==> config.mk <==
export PLATFORM = sky130hd
export DESIGN_NAME = atmega_spi_s
export DESIGN_NICKNAME = d
export VERILOG_FILES = /design/src/rtl/atmega_spi_pkg.sv /design/src/rtl/atmega_spi_sync.sv /design/src/rtl/atmega_spi_s.sv
export SDC_FILE = /design/constraint.sdc
export NUM_CORES = 1
export LEC_CHECK = 0
export ABC_AREA = 1
export ABC_CLOCK_PERIOD_IN_PS = 2200
export CAP_MARGIN = 20
export CORE_MARGIN = 5
export CORE_UTILIZATION = 55
export DETAILED_ROUTE_END_ITERATION = 16
export PLACE_DENSITY = 0.8
export SETUP_SLACK_MARGIN = 0.1
export SYNTH_ARGS = -nofsm -noshare
export SYNTH_HDL_FRONTEND = slang
export SYNTH_SLANG_ARGS = --single-unit
==> constraint.sdc <==
create_clock -name clk -period 2.2 [get_ports clk]
set_clock_uncertainty 0.15 [all_clocks]
set_input_delay 0.66 -clock clk [delete_from_list [all_inputs] [get_ports clk]]
set_output_delay 0.66 -clock clk [all_outputs]
set_load 0.01 [all_outputs]
==> src/rtl/atmega_spi_pkg.sv <==
// Shared ATmega SPI definitions: SPCR/SPSR bit positions, transfer FSM state
// and byte shift helpers used by the master and slave blocks.
package atmega_spi_pkg;

    localparam int unsigned DATA_W = 8;
    localparam int unsigned CNT_W  = 3;

    // SPCR bit positions
    localparam int unsigned SPIE_BIT = 7;
    localparam int unsigned SPE_BIT  = 6;
    localparam int unsigned DORD_BIT = 5;
    localparam int unsigned CPOL_BIT = 3;
    localparam int unsigned CPHA_BIT = 2;

    // SPSR bit positions
    localparam int unsigned SPIF_BIT = 7;
    localparam int unsigned WCOL_BIT = 6;

    typedef enum logic [0:0] {
        ST_IDLE   = 1'b0,
        ST_ACTIVE = 1'b1
    } spi_state_e;

    // Advance a transmit byte by one bit in the selected order
    function automatic logic [DATA_W-1:0] spi_shift_out(
        input logic [DATA_W-1:0] d,
        input logic              lsb_first
    );
        return lsb_first ? {1'b0, d[DATA_W-1:1]} : {d[DATA_W-2:0], 1'b0};
    endfunction

    // Insert one received bit; LSB-first fills from the top so bit 0 ends lowest
    function automatic logic [DATA_W-1:0] spi_shift_in(
        input logic [DATA_W-1:0] d,
        input logic              din,
        input logic              lsb_first
    );
        return lsb_first ? {din, d[DATA_W-1:1]} : {d[DATA_W-2:0], din};
    endfunction

endpackage

==> src/rtl/atmega_spi_sync.sv <==
// Two-flop synchronizer for one asynchronous SPI pin, with rise/fall pulses
// derived from the synchronized level and its previous sample.
module atmega_spi_sync (
    input  logic clk,
    input  logic rst,
    input  logic rst_val,
    input  logic din,
    output logic dout,
    output logic rise_c,
    output logic fall_c
);

    logic s1_q, s1_d;
    logic s2_q, s2_d;
    logic prev_q, prev_d;

    always_comb begin
        s1_d   = din;
        s2_d   = s1_q;
        prev_d = s2_q;
    end

    always_ff @(posedge clk) begin
        if (rst) begin
            s1_q   <= rst_val;
            s2_q   <= rst_val;
            prev_q <= rst_val;
        end else begin
            s1_q   <= s1_d;
            s2_q   <= s2_d;
            prev_q <= prev_d;
        end
    end

    assign dout   = s2_q;
    assign rise_c = s2_q & ~prev_q;
    assign fall_c = ~s2_q & prev_q;

endmodule

==> src/rtl/atmega_spi_s.sv <==
// ATmega-style SPI slave with SPCR/SPSR/SPDR on the core I/O bus.
// Define ATMEGA_SPI_S_WCOL_EN to flag SPDR writes that land mid-byte as WCOL.
module atmega_spi_s
    import atmega_spi_pkg::*;
#(
    parameter int unsigned BUS_ADDR_DATA_LEN = 6,
    parameter int unsigned SPCR_ADDR         = 0,
    parameter int unsigned SPSR_ADDR         = 1,
    parameter int unsigned SPDR_ADDR         = 2
) (
    input  logic                         clk,
    input  logic                         rst,
    input  logic [BUS_ADDR_DATA_LEN-1:0] addr,
    input  logic                         wr,
    input  logic                         rd,
    input  logic [7:0]                   bus_in,
    output logic [7:0]                   bus_out,
    output logic                         int_out,
    input  logic                         int_rst,
    output logic                         io_connect,
    input  logic                         sck,
    input  logic                         ss_n,
    input  logic                         mosi,
    output logic                         miso,
    output logic                         miso_oe
);

    spi_state_e state_q, state_d;

    logic [DATA_W-1:0] spcr_q, spcr_d;
    logic [DATA_W-1:0] tx_hold_q, tx_hold_d;
    logic [DATA_W-1:0] tx_shift_q, tx_shift_d;
    logic [DATA_W-1:0] rx_shift_q, rx_shift_d;
    logic [DATA_W-1:0] rx_buf_q, rx_buf_d;
    logic [CNT_W-1:0]  bit_cnt_q, bit_cnt_d;
    logic              spif_q, spif_d;
    logic              wcol_q, wcol_d;
    logic              arm_q, arm_d;

    logic spie, spe, dord, cpol, cpha;
    logic spcr_sel, spsr_sel, spdr_sel, spdr_access;
    logic sck_level_unused, sck_rise, sck_fall;
    logic ss_n_sync, ss_rise, ss_fall;
    logic mosi_sync, mosi_rise_unused, mosi_fall_unused;
    logic lead_edge, trail_edge, sample_edge, shift_edge;
    logic xfer_start, xfer_live, byte_done, wcol_hit, flag_clr;
    logic [DATA_W-1:0] rx_next;
    logic [DATA_W-1:0] spsr_val;

    assign spie = spcr_q[SPIE_BIT];
    assign spe  = spcr_q[SPE_BIT];
    assign dord = spcr_q[DORD_BIT];
    assign cpol = spcr_q[CPOL_BIT];
    assign cpha = spcr_q[CPHA_BIT];

    assign spcr_sel    = (addr == BUS_ADDR_DATA_LEN'(SPCR_ADDR));
    assign spsr_sel    = (addr == BUS_ADDR_DATA_LEN'(SPSR_ADDR));
    assign spdr_sel    = (addr == BUS_ADDR_DATA_LEN'(SPDR_ADDR));
    assign spdr_access = (rd | wr) & spdr_sel;

    atmega_spi_sync u_sck_sync (
        .clk     (clk),
        .rst     (rst),
        .rst_val (cpol),
        .din     (sck),
        .dout    (sck_level_unused),
        .rise_c  (sck_rise),
        .fall_c  (sck_fall)
    );

    atmega_spi_sync u_ss_sync (
        .clk     (clk),
        .rst     (rst),
        .rst_val (1'b1),
        .din     (ss_n),
        .dout    (ss_n_sync),
        .rise_c  (ss_rise),
        .fall_c  (ss_fall)
    );

    atmega_spi_sync u_mosi_sync (
        .clk     (clk),
        .rst     (rst),
        .rst_val (1'b1),
        .din     (mosi),
        .dout    (mosi_sync),
        .rise_c  (mosi_rise_unused),
        .fall_c  (mosi_fall_unused)
    );

    // Leading edge leaves the CPOL idle level; CPHA picks which edge samples
    assign lead_edge   = cpol ? sck_fall : sck_rise;
    assign trail_edge  = cpol ? sck_rise : sck_fall;
    assign sample_edge = cpha ? trail_edge : lead_edge;
    assign shift_edge  = cpha ? lead_edge : trail_edge;

    assign xfer_start = (state_q == ST_IDLE) & spe & ss_fall;
    assign xfer_live  = (state_q == ST_ACTIVE) & spe & ~ss_rise;

    always_ff @(posedge clk) begin
        if (rst) begin
            state_q <= ST_IDLE;
        end else begin
            state_q <= state_d;
        end
    end

    always_comb begin
        state_d = state_q;
        case (state_q)
            ST_IDLE:   if (ss_fall) state_d = ST_ACTIVE;
            ST_ACTIVE: if (ss_rise) state_d = ST_IDLE;
            default:   state_d = ST_IDLE;
        endcase
        if (!spe) state_d = ST_IDLE;
    end

    always_comb begin
        spcr_d     = spcr_q;
        tx_hold_d  = tx_hold_q;
        tx_shift_d = tx_shift_q;
        rx_shift_d = rx_shift_q;
        rx_buf_d   = rx_buf_q;
        bit_cnt_d  = bit_cnt_q;
        spif_d     = spif_q;
        wcol_d     = wcol_q;
        arm_d      = arm_q;
        rx_next    = spi_shift_in(rx_shift_q, mosi_sync, dord);
        byte_done  = 1'b0;

        if (wr && spcr_sel) spcr_d = bus_in;

`ifdef ATMEGA_SPI_S_WCOL_EN
        wcol_hit = wr & spdr_sel & (state_q == ST_ACTIVE) & (bit_cnt_q != '0);
`else
        wcol_hit = 1'b0;
`endif
        if (wr && spdr_sel && !wcol_hit) tx_hold_d = bus_in;

        // Transfer engine; any exit from a live byte drops the partial count
        if (xfer_start) begin
            tx_shift_d = tx_hold_q;
            bit_cnt_d  = '0;
        end else if (!xfer_live) begin
            bit_cnt_d = '0;
        end else if (sample_edge) begin
            rx_shift_d = rx_next;
            if (bit_cnt_q == CNT_W'(DATA_W - 1)) begin
                rx_buf_d  = rx_next;
                byte_done = 1'b1;
                bit_cnt_d = '0;
                if (!cpha) tx_shift_d = tx_hold_q;
            end else begin
                bit_cnt_d = bit_cnt_q + CNT_W'(1);
            end
        end else if (shift_edge) begin
            // At a byte boundary CPHA=1 reloads here instead of shifting
            if (bit_cnt_q != '0) begin
                tx_shift_d = spi_shift_out(tx_shift_q, dord);
            end else if (cpha) begin
                tx_shift_d = tx_hold_q;
            end
        end

        // Flag clear first so a completing byte or collision wins the cycle
        flag_clr = int_rst | (arm_q & spdr_access);
        if (flag_clr) begin
            spif_d = 1'b0;
            wcol_d = 1'b0;
        end
        if (byte_done) spif_d = 1'b1;
        if (wcol_hit)  wcol_d = 1'b1;

        if (spdr_access || int_rst) arm_d = 1'b0;
        if (rd && spsr_sel && (spif_q || wcol_q)) arm_d = 1'b1;
    end

    always_ff @(posedge clk) begin
        if (rst) begin
            spcr_q     <= '0;
            tx_hold_q  <= '0;
            tx_shift_q <= '0;
            rx_shift_q <= '0;
            rx_buf_q   <= '0;
            bit_cnt_q  <= '0;
            spif_q     <= 1'b0;
            wcol_q     <= 1'b0;
            arm_q      <= 1'b0;
        end else begin
            spcr_q     <= spcr_d;
            tx_hold_q  <= tx_hold_d;
            tx_shift_q <= tx_shift_d;
            rx_shift_q <= rx_shift_d;
            rx_buf_q   <= rx_buf_d;
            bit_cnt_q  <= bit_cnt_d;
            spif_q     <= spif_d;
            wcol_q     <= wcol_d;
            arm_q      <= arm_d;
        end
    end

    always_comb begin
        spsr_val           = '0;
        spsr_val[SPIF_BIT] = spif_q;
        spsr_val[WCOL_BIT] = wcol_q;
        bus_out            = '0;
        if (rd) begin
            if (spcr_sel)      bus_out = spcr_q;
            else if (spsr_sel) bus_out = spsr_val;
            else if (spdr_sel) bus_out = rx_buf_q;
        end
    end

    assign io_connect = spe;
    assign miso_oe    = spe & ~ss_n_sync;
    assign miso       = miso_oe ? (dord ? tx_shift_q[0] : tx_shift_q[DATA_W-1]) : 1'b1;
    assign int_out    = spie & spif_q;

endmodule

==> impl_results.md, run 1 <==
- Status: finished with violations
- Violated checks: negative setup slack
- Hold Startpoint: u_ss_sync.s1_q$_SDFF_PP1_
- CP Capture Type: output pin
- DRT antenna net count: 0
- Fin cells: 481
- Synth Instances: 381
- Worst Hold Class: reg2reg
- WL/cell: 12.72 microns
- WHS Endpoint: u_ss_sync.dout$_SDFF_PP1_
- CP max FO: 3
- # fillers: 375
- MaxCap Viol Count: 0
- Top cells by area in the synthesized netlist: dfxtp_1 (41%), nand2_1 (10%), o21ai_0 (7.6%)
- Final period utilization: 107.6%
- Most frequent cells in the layout: nand2_1 (69), dfxtp_1 (51), nor2_1 (45)
- Multi-input gate area: 1315 sq um
- Syn Nets: 406
- H-tree depth: 2
- Drt pass-1 iters: 4
- Post-synth cell types: 28
- Unrepaired setup endpoints after global routing: true
- Top cell type's share of synthesized area: 41.26%
- Worst-path clk slew: 0.10 ns
- R2r endpoint: tx_shift_q[0]$_SDFFE_PP0P_
- Hold_buf cts: 0
- Routability congestion estimate: 0.8091
- PortBufs: 33
- Clock Root Buffer: clkbuf_8
- Setup ws final: -0.1664 ns
- P&R area growth vs syn: 23.78%
- Synthesized flop and latch total: 54
- Total Neg Setup Slack: -1.181 ns
- Setup Viol. Count Final: 8
- Peak VDD IR: 0.3606 mV
- Layout cells sized above 1: 20.84%
- Cell taking the most area after synthesis: dfxtp_1
- Critical Path RT: 1.39 ns
- Leak Pwr: 1.500 nW
- Final Critical Period: 2.366 ns
- Detailed Route Iter0 Violations: 150
- Synth Flop Type: dfxtp_1
- Pwr Density: 551.6 nW/um^2
- Measured slew at the worst slew-check pin: 0.4470 ns
- CTS tree: built
- Top-level I/O count: 34
- Normalized max-slew margin: 70.01%
- Syn Area/Cell: 6.877 sq um
- Crit path max-delay cell type: buf_4
- Post-synth EDFFs: 0
- Clk Latency, worst-skew pair: 0.31 ns
- Sequential share of the synthesized area: 41.26%
- Ys async rst share: 0%
- Crit path largest cell delay: 0.19 ns
- Worst Path Class, Setup: in2out
- Num Clock Sinks: 54
- Fin. Hold Viols: 0
- Vias post-DR: 2523
- Nets: 451
- Die Y-Extent: 79.02 microns
- Die area: 6244 sq um
- Max Slew Vio Count: 0
- Dpl hpwl: 4370 microns
- Placed cells: 467
- N_diodes: 0
- Num CTS Buffers: 5
- Path depth of the worst reg2reg path: 9
- Worst-path cell chain: buf_8 > clkinv_8 > nand2_4 > inv_2 > nand4_1 > buf_4 > o31ai_2 > buf_2
- Synth warn: 0
- Die width: 79.02 microns
- Via/cell ratio: 5.245
- Hold Path Depth: 1
- Vias in the first global route: 2407
- Routed wire length: 6120 microns
- CORE AREA: 4661 sq um
- Mapped Area: 2620 sq um
- R2R Path Start: spcr_q[3]$_SDFFE_PP0P_
- Power Total: 1.789 mW
- Congestion Overflow GR: 0
- Initial Utilization: 56.21%
- Critical Path Source Type: input pin
- Max Fclk: 422.6 MHz
- CTS Buffer Depth: 2
- First-pass GRT wire length: 10410 microns
- Row count: 25
- Final hold slack: 0.2763 ns
- WP data arrival: 1.56 ns
- Antenna violations before repair: 0
- Sequential Area: 1087 sq um
- Commonest non-fill, non-tap cell in the layout: nand2_1
- R2R setup slack: 0.37 ns
- Largest net degree at the start of global routing: 36
- DRC viols: 0
- Total track usage: 20.67%
==> sequential cells by signal (all words and copies together), names as in the netlist, 3 cells and up <==
name	count
bit_cnt_q	3
spcr_q	8
tx_hold_q	8
rx_shift_q	8
tx_shift_q	8
rx_buf_q	8
==> routing by layer <==
metal,wire (microns),global-route usage [%]
met1,2866,25.60
met2,2759,34.85
met3,387,4.535
met4,106,8.076
met5,0,0
==> kinds of logic after synthesis <==
logic type	Yosys count	synth area share, %
AO/OA/AOI/OAI	85	17.14
buffers and inverters	70	11.46
AND/OR/NAND/NOR	169	28.70
adder cells (fa/ha/maj)	3	1.433
flip-flops	54	41.26
==> critical path, delay by kind of cell <==
kind	cells	cell delay, ns
AO/OA/AOI/OAI	1	0.17
buffers and inverters	5	0.54
AND/OR/NAND/NOR	2	0.18
==> per-stage QoR <==
step / util (%) / instance area [sq um] / setup slack (ns)
finish: 69.58 / 3243 / -0.1664
global route: 69.58 / 3243 / -0.2280
CTS: 68.81 / 3207 / -0.1890
detailed placement: 65.91 / 3072 / -1.005
global placement: 65.91 / 3072 / -0.9461
floorplan: - / 2659 / 0.02777
==> how the worst max path moves through the flow <==
stage	from	slack, ns	endpoint	cells past startpoint
floorplan	addr[3]	0.03	bus_out[0]	7
global placement	addr[3]	-0.95	bus_out[2]	8
detailed placement	addr[3]	-1.01	bus_out[2]	8
CTS	addr[2]	-0.19	bus_out[2]	8
global route	addr[3]	-0.23	bus_out[7]	10
finish	addr[3]	-0.17	bus_out[2]	8
==> synth_stat cells, types with 2 or more instances <==
| cell type | instances |
|---|---|
| nand3_1 | 32 |
| a22oi_1 | 3 |
| buf_1 | 2 |
| clkbuf_1 | 4 |
| inv_1 | 50 |
| nand2_1 | 72 |
| nor2_1 | 45 |
| ha_1 | 3 |
| nand4_1 | 4 |
| nor2_2 | 3 |
| or2_2 | 4 |
| nand3_2 | 6 |
| a211oi_1 | 2 |
| inv_2 | 3 |
| dfxtp_1 | 54 |
| buf_2 | 3 |
| buf_6 | 2 |
| o31ai_1 | 2 |
| o21ai_1 | 2 |
| o21ai_0 | 40 |
| buf_4 | 5 |
| a21oi_1 | 34 |
==> cell type report <==
| type | count | area share, % |
|---|---|---|
| multi-input combinational | 257 | 40.55 |
| sequential | 54 | 33.53 |
| timing repair buffer | 54 | 13.50 |
| inverter | 54 | 6.713 |
| clock buffer | 5 | 2.122 |
| tap | 54 | 2.083 |
| clock inverter | 3 | 1.505 |
==> where the power goes <==
group          internal (mW)  leakage, nW  total (mW)  switching, mW
combinational         0.0559         1.01       0.116         0.0603
sequential             0.985        0.438       0.989        0.00496
clock                  0.347       0.0563       0.683          0.336
==> what timing repair did <==
item | 4_1_cts | 5_1_grt
setup buffers | 4 | 2
endpoints found under the setup margin | 20 | 10
endpoints found under the hold margin | 0 | 0
pin swaps | 10 | 9
gates resized for setup | 80 | 9
Note: power is estimated with default switching activity, not from simulation.
==> run 2: changes to the inputs <==
CORE_UTILIZATION = 30   (was 55)
PLACE_DENSITY = default   (was 0.8)
==> impl_results.md, run 2 (synthesized netlist as in run 1, its figures left out) <==
- Status: finished with violations
- Violated checks: negative setup slack
- CP Capture Type: output pin
- CTS tree: built
- Normalized max-slew margin: 68.23%
- Path depth of the worst reg2reg path: 9
- Num Clock Sinks: 54
- Worst Path Class, Setup: in2out
- Hold_buf cts: 0
- Critical Path Source Type: input pin
- Worst Hold Class: reg2reg
- P&R area growth vs syn: 27.03%
- Worst-path cell chain: buf_8 > clkinv_8 > nand2_4 > inv_4 > nand4_1 > buf_4 > o31ai_4 > buf_2
- Detailed Route Iter0 Violations: 111
- N_diodes: 0
- Num CTS Buffers: 5
- Final hold slack: 0.2698 ns
- Setup Viol. Count Final: 8
- DRC viols: 0
- DRT antenna net count: 0
- WP data arrival: 1.57 ns
- Clk Latency, worst-skew pair: 0.31 ns
- Hold Startpoint: u_ss_sync.s1_q$_SDFF_PP1_
- Leak Pwr: 1.515 nW
- Dpl hpwl: 4837 microns
- CORE AREA: 8636 sq um
- Antenna violations before repair: 0
- Die Y-Extent: 103.5 microns
- Top-level I/O count: 34
- Vias post-DR: 2500
- R2r endpoint: tx_shift_q[7]$_SDFFE_PP0P_
- Unrepaired setup endpoints after global routing: true
- CP max FO: 3
- Max Slew Vio Count: 0
- Peak VDD IR: 0.2463 mV
- Largest net degree at the start of global routing: 29
- R2R setup slack: 0.33 ns
- Crit path largest cell delay: 0.20 ns
- Most frequent cells in the layout: nand2_1 (70), dfxtp_1 (51), nor2_1 (44)
- Setup ws final: -0.1815 ns
- Routability congestion estimate: 0.8235
- Initial Utilization: 30.34%
- Max Fclk: 419.9 MHz
- H-tree depth: 2
- Routed wire length: 6418 microns
- R2R Path Start: spcr_q[2]$_SDFFE_PP0P_
- Vias in the first global route: 2396
- Pwr Density: 532.5 nW/um^2
- Layout cells sized above 1: 20.65%
- Worst-path clk slew: 0.09 ns
- Final Critical Period: 2.381 ns
- Total track usage: 12.69%
- Critical Path RT: 1.39 ns
- First-pass GRT wire length: 10880 microns
- Congestion Overflow GR: 0
- Fin cells: 539
- Via/cell ratio: 4.638
- Drt pass-1 iters: 4
- Row count: 34
- Final period utilization: 108.2%
- Clock Root Buffer: clkbuf_8
- WL/cell: 11.91 microns
- WHS Endpoint: u_ss_sync.dout$_SDFF_PP1_
- Placed cells: 524
- Crit path max-delay cell type: o31ai_4
- Commonest non-fill, non-tap cell in the layout: nand2_1
- Fin. Hold Viols: 0
- Hold Path Depth: 1
- Die area: 10700 sq um
- Die width: 103.5 microns
- MaxCap Viol Count: 0
- Measured slew at the worst slew-check pin: 0.4735 ns
- PortBufs: 33
- CTS Buffer Depth: 2
- DP Worst Slack: -1.040 ns
- Nets: 455
-- run 2: how the worst max path moves through the flow --
| stage | start | to | slack (ns) | cells past startpoint |
|---|---|---|---|---|
| global placement | addr[3] | bus_out[2] | -1.01 | 8 |
| finish | addr[3] | bus_out[3] | -0.18 | 8 |
| global route | addr[3] | bus_out[0] | -0.29 | 10 |
| floorplan | addr[3] | bus_out[0] | 0.03 | 7 |
| CTS | addr[2] | bus_out[3] | -0.19 | 8 |
| detailed placement | addr[3] | bus_out[3] | -1.04 | 8 |
-- run 2: report_power, final --
part	internal, mW	total (mW)	leakage (nW)	switching [mW]
clock	0.336	0.660	0.0579	0.324
combinational	0.0603	0.123	1.02	0.0632
sequential	0.984	0.989	0.438	0.00462
-- run 2: critical path, delay by kind of cell --
kind / cells / cell delay [ns]
AO/OA/AOI/OAI: 1 / 0.20
buffers and inverters: 5 / 0.54
AND/OR/NAND/NOR: 2 / 0.17
-- run 2: cell type report --
class,instances,area [sq um]
inverters,54,220.2
repair buffers,58,470.5
multi-input cells,257,1306
clock inverters,3,40.04
flip-flops and latches,54,1087
clock buffers,5,68.82
well taps,108,135.1
fillers,954,5308
-- run 2: what timing repair did --
item | 4_1_cts | 5_1_grt
resized for setup | 78 | 8
pin swaps | 8 | 4
buffers inserted | 7 | 1
setup endpoints to repair | 12 | 9
-- run 2: per-stage QoR --
stage          cell area [sq um]  total power, mW  setup TNS, ns  util (%)
3_3_place_gp                3162            1.128         -9.578     36.61
2_1_floorplan               2659            1.065              0         -
5_1_grt                     3328            1.852         -1.854     38.54
6_report                    3328            1.772         -1.063     38.54
4_1_cts                     3293            1.788        -0.9594     38.13
3_5_place_dp                3162            1.129         -9.815     36.61
-- run 2: metal layers --
layer,part of all wire [%],up-vias,wire length [microns],global-route usage [%]
met5,0,-,0,0
met4,1.1,0,68,3.386
met3,3.1,7,199,2.683
met2,49,32,3123,21.27
met1,47,1139,3026,16.54
li1,-,1322,-,-
